File: config.mk
export PLATFORM = sky130hd
export DESIGN_NAME = clint_trap_ctrl
export DESIGN_NICKNAME = d
export VERILOG_FILES = /design/src/rtl/clint_trap_ctrl.sv
export SDC_FILE = /design/constraint.sdc
export NUM_CORES = 1
export LEC_CHECK = 0
export ABC_AREA = 0
export CAP_MARGIN = 10
export CORE_AREA = 2 2 97 99
export DETAILED_ROUTE_END_ITERATION = 6
export DIE_AREA = 0 0 99 101
export PLACE_DENSITY = 0.77
export SYNTH_ARGS = -nofsm -noshare
export SYNTH_HDL_FRONTEND = slang
export SYNTH_SLANG_ARGS = --single-unit
export TNS_END_PERCENT = 10
File: constraint.sdc
create_clock -name clk -period 2.4 [get_ports clk]
set_clock_uncertainty 0.15 [all_clocks]
set_input_delay 0.48 -clock clk [delete_from_list [all_inputs] [get_ports clk]]
set_output_delay 0.48 -clock clk [all_outputs]
set_load 0.02 [all_outputs]
File: src/rtl/clint_trap_ctrl.sv
// Core-local trap sequencer: takes ecall/ebreak/mret and enabled timer/external
// interrupts from decode, drains the pipe, writes mepc/mcause/mstatus, then redirects.
module clint_trap_ctrl #(
    parameter logic [11:0] MSTATUS_ADDR = 12'h300,
    parameter logic [11:0] MIE_ADDR     = 12'h304,
    parameter logic [11:0] MEPC_ADDR    = 12'h341,
    parameter logic [11:0] MCAUSE_ADDR  = 12'h342
) (
    input  logic        clk,
    input  logic        rst_n,
    input  logic [1:0]  exc_status,
    input  logic [31:0] inst_addr,
    input  logic        id_valid,
    input  logic        pipe_empty,
    input  logic        timer_irq,
    input  logic        ext_irq,
    input  logic [31:0] csr_mstatus,
    input  logic [31:0] csr_mie,
    input  logic [31:0] csr_mtvec,
    input  logic [31:0] csr_mepc,
    output logic        hold_flag_id,
    output logic        int_csr_we,
    output logic [11:0] int_csr_waddr,
    output logic [31:0] int_csr_wdata,
    output logic        int_redirect,
    output logic [31:0] int_target
);

    typedef enum logic [2:0] {
        S_IDLE,
        S_DRAIN,
        S_W_MEPC,
        S_W_MCAUSE,
        S_W_MSTATUS,
        S_REDIRECT
    } state_t;

    state_t      state_q, state_d;
    logic [29:0] epc_q, epc_d;
    logic [31:0] cause_q, cause_d;
    logic        mret_q, mret_d;

    logic        timer_en;
    logic        ext_en;
    logic        sync_evt;
    logic        accept;
    logic [31:0] mstatus_trap;
    logic [31:0] mstatus_mret;

    // MIE_ADDR is documentation only; mie arrives as an input rather than being written.
    logic unused_bits;
    assign unused_bits = ^{MIE_ADDR, csr_mie[31:12], csr_mie[10:8], csr_mie[6:0],
                           csr_mtvec[1:0], inst_addr[1:0]};

    always_comb begin
        timer_en = timer_irq & csr_mie[7]  & csr_mstatus[3];
        ext_en   = ext_irq   & csr_mie[11] & csr_mstatus[3];
        sync_evt = (exc_status != 2'b00);
        // Gating with rst_n keeps hold_flag_id low while reset is held.
        accept   = rst_n & id_valid & (state_q == S_IDLE) & (sync_evt | ext_en | timer_en);

        mstatus_trap        = csr_mstatus;
        mstatus_trap[7]     = csr_mstatus[3];
        mstatus_trap[3]     = 1'b0;
        mstatus_trap[12:11] = 2'b11;

        mstatus_mret        = csr_mstatus;
        mstatus_mret[3]     = csr_mstatus[7];
        mstatus_mret[7]     = 1'b1;
        mstatus_mret[12:11] = 2'b11;
    end

    always_comb begin
        state_d       = state_q;
        epc_d         = epc_q;
        cause_d       = cause_q;
        mret_d        = mret_q;
        hold_flag_id  = 1'b0;
        int_csr_we    = 1'b0;
        int_csr_waddr = 12'h000;
        int_csr_wdata = 32'h0000_0000;
        int_redirect  = 1'b0;
        int_target    = 32'h0000_0000;

        case (state_q)
            S_IDLE: begin
                if (accept) begin
                    hold_flag_id = 1'b1;
                    state_d      = S_DRAIN;
                    epc_d        = inst_addr[31:2];
                    mret_d       = (exc_status == 2'b11);
                    if (exc_status == 2'b01)      cause_d = 32'd11;
                    else if (exc_status == 2'b10) cause_d = 32'd3;
                    else if (exc_status == 2'b11) cause_d = 32'd0;
                    else if (ext_en)              cause_d = 32'h8000_000B;
                    else                          cause_d = 32'h8000_0007;
                end
            end
            S_DRAIN: begin
                hold_flag_id = 1'b1;
                if (pipe_empty) state_d = mret_q ? S_W_MSTATUS : S_W_MEPC;
            end
            S_W_MEPC: begin
                hold_flag_id  = 1'b1;
                int_csr_we    = 1'b1;
                int_csr_waddr = MEPC_ADDR;
                int_csr_wdata = {epc_q, 2'b00};
                state_d       = S_W_MCAUSE;
            end
            S_W_MCAUSE: begin
                hold_flag_id  = 1'b1;
                int_csr_we    = 1'b1;
                int_csr_waddr = MCAUSE_ADDR;
                int_csr_wdata = cause_q;
                state_d       = S_W_MSTATUS;
            end
            S_W_MSTATUS: begin
                hold_flag_id  = 1'b1;
                int_csr_we    = 1'b1;
                int_csr_waddr = MSTATUS_ADDR;
                int_csr_wdata = mret_q ? mstatus_mret : mstatus_trap;
                state_d       = S_REDIRECT;
            end
            S_REDIRECT: begin
                hold_flag_id = 1'b1;
                int_redirect = 1'b1;
                int_target   = mret_q ? csr_mepc : {csr_mtvec[31:2], 2'b00};
                state_d      = S_IDLE;
            end
            default: begin
                state_d = S_IDLE;
            end
        endcase
    end

    always_ff @(posedge clk or negedge rst_n) begin
        if (!rst_n) begin
            state_q <= S_IDLE;
            epc_q   <= '0;
            cause_q <= '0;
            mret_q  <= 1'b0;
        end else begin
            state_q <= state_d;
            epc_q   <= epc_d;
            cause_q <= cause_d;
            mret_q  <= mret_d;
        end
    end

endmodule

==> flow_summary.json <==
{
  "yosysMostFrequentCell": "dfrtp_1",
  "synth_warnings": 0,
  "r2r_start": "state_q[0]",
  "min_path_type": "input pin to asynchronous set/reset pin",
  "final_util": 0.5206,
  "synthFlopType": "dfrtp_1",
  "synth_cell_types": 35,
  "core_um2": 8977,
  "fin_tns_setup_ns": 0,
  "htree_levels": 2,
  "num_rows": 35,
  "leakage_nw": 2.169,
  "status": "finished clean",
  "vias": 2679,
  "first_pass_iters": 5,
  "routedLengthMet1_um": 3472,
  "fin_crit_ns": 2.357,
  "syn-cell-area_um2": 2476,
  "yosysTopAreaCell": "dfrtp_1",
  "routabilityCongestion": 0.8824,
  "setup_slack_ns": 0.04273,
  "async_reset_ff_frac": 1.000,
  "postCtsHoldBufs": 0,
  "io_buffers": 203,
  "wl_per_cell_um": 15.76,
  "finalMaxSlewViolations": 0,
  "numCtsBuffers": 5,
  "initial_utilization": 0.2758,
  "fmax_mhz": 424.2,
  "die_h_um": 101,
  "ant_nets": 0,
  "r2r_cells": 6,
  "ys_ff_latch": 38,
  "tightest_slew_ns": 0.5081,
  "clock-sinks": 38,
  "syn_to_final_growth_pct": 88.73,
  "cts_tree": "yes",
  "reg2reg_to": "epc_q[21]",
  "nFillCells": 845,
  "topRoutingLayerUsed": "met4",
  "synth-edff-count": 0,
  "grt.total_usage": 0.1699,
  "seq_area_um2": 952.2,
  "dieArea_um2": 9999,
  "final-setup-viol-count": 0,
  "grt_pass1_wl_um": 13720,
  "wl_um": 8970,
  "period_share": 0.9822,
  "cts_max_path_buffers": 2,
  "die_w_um": 99,
  "rsz0062_at_grt": "yes",
  "ys_seq_area_frac": 0.3840,
  "route.met2.wl_um": 4619,
  "dp_hpwl_um": 7148,
  "worstSetupStartpointType": "input pin",
  "synth_top_area_share": 0.3840,
  "antenna_cells": 0,
  "clkTransAtPathRegs_ns": 0.08,
  "synth.top_cells.by_count": "38 x dfrtp_1, 33 x mux2i_1, 33 x nor2_1",
  "met3_length_um": 780,
  "max-cap-violations": 0,
  "syn-instance-count": 242,
  "grt_max_degree": 40,
  "final_cells": 569,
  "cts_setup_buffers": 0,
  "p_per_area_nw_per_um2": 917.2,
  "crit_type": "input pin to output port",
  "multi_input_area_um2": 1376,
  "synth.area.top_cells": "dfrtp_1 38%, mux2i_1 13%, mux2_2 10%",
  "clock_latency_ns": 0.28,
  "grt_pass1_vias": 2788,
  "ioPinCount": 247,
  "hold_viol": 0,
  "r2r_setup_slack_ns": 0.37,
  "clock-root-buffer": "clkbuf_8",
  "avgSynthCellArea_um2": 10.23,
  "worst_setup_path_end_kind": "output port",
  "ir_drop_mv": 0.6351,
  "critical_path_required_ns": 1.77,
  "drive_above_1_share": 0.2183,
  "grt-ovfl-total": 0,
  "layout.nets": 625,
  "placed_cells_incl_taps": 561,
  "cp_max_fo": 2,
  "antenna_found_initial": 0,
  "critical_path.startpoint": "csr_mie[11]",
  "drtIter0Drc": 75,
  "arrival_ns": 1.73,
  "via_per_inst": 4.708,
  "drcViolationCount": 0,
  "relSlewSlack": 0.6612,
  "dp_slack_ns": -0.3845
}
-- layout make-up --
| class | instances | area share |
|---|---|---|
| Clock inverter | 2 | 0.003481 |
| Tap cell | 111 | 0.02972 |
| Multi-Input combinational cell | 179 | 0.2945 |
| Sequential cell | 38 | 0.2037 |
| Inverter | 5 | 0.004016 |
| Clock buffer | 6 | 0.01767 |
| Timing Repair Buffer | 228 | 0.4469 |
-- worst max path at each step --
stage                   endpoint  slack, ns
2_1_floorplan  int_csr_wdata[13]       0.31
3_3_place_gp        hold_flag_id      -0.38
3_5_place_dp        hold_flag_id      -0.38
4_1_cts         int_csr_wdata[6]      0.001
5_1_grt             hold_flag_id      -0.02
6_report            hold_flag_id       0.04
-- flip-flops by register name, indices dropped and copies added, names as in the netlist --
signal and cells:
state_q 3, epc_q 30, cause_q 4, mret_q 1
-- worst max-delay path, cell delays in order --
cell             delay (ns)
clkdlybuf4s50_1        0.42
a22o_1                 0.24
nand2_2                0.09
a21oi_4                0.06
a211o_1                0.27
buf_2                  0.16
-- report_power, final --
group          switching, mW  total, mW  internal, mW
sequential             0.196       1.15         0.959
clock                  0.241      0.477         0.237
combinational           1.36       2.65          1.29
-- cells by family after synthesis --
| logic type | synth area share |
|---|---|
| other | 0.001514 |
| AO/OA/AOI/OAI | 0.1470 |
| flip-flops | 0.3840 |
| multiplexers | 0.2698 |
| AND/OR/NAND/NOR | 0.1218 |
| buffers and inverters | 0.07580 |
-- metrics by stage --
stage / total power [mW] / area [um^2] / hold slack, ns
2_1_floorplan: 2.777 / 2499 / 0.03441
3_3_place_gp: 4.037 / 4730 / 0.3208
3_5_place_dp: 4.103 / 4730 / 0.3270
4_1_cts: 4.415 / 4795 / 0.1937
5_1_grt: 4.565 / 4673 / 0.2171
6_report: 4.286 / 4673 / 0.1761
-- routing by layer --
metal | global-route usage | up-vias
met5 | 0 | -
met1 | 0.1950 | 1254
met4 | 0.04004 | 0
met2 | 0.3124 | 127
li1 | - | 1288
met3 | 0.04785 | 10
-- cells in the final DEF (no fill, tap or decap), drive strengths merged, types with 6 or more instances in the layout --
cell type      instances
clkdlybuf4s50        130
dfrtp                 38
dlygate4sd2           35
nor2                  35
mux2i                 33
clkbuf                32
mux2                  30
buf                   29
a22o                  25
nand2                 12
clkdlybuf4s15          8
o21ai                  7
conb                   7
inv                    6
-- repair_timing --
item,4_1_cts,5_1_grt
endpoints found under the setup margin,70,31
gates resized for setup,112,35
cloned,0,0
pin swaps,0,2
Power figures use the tool's default switching activity.
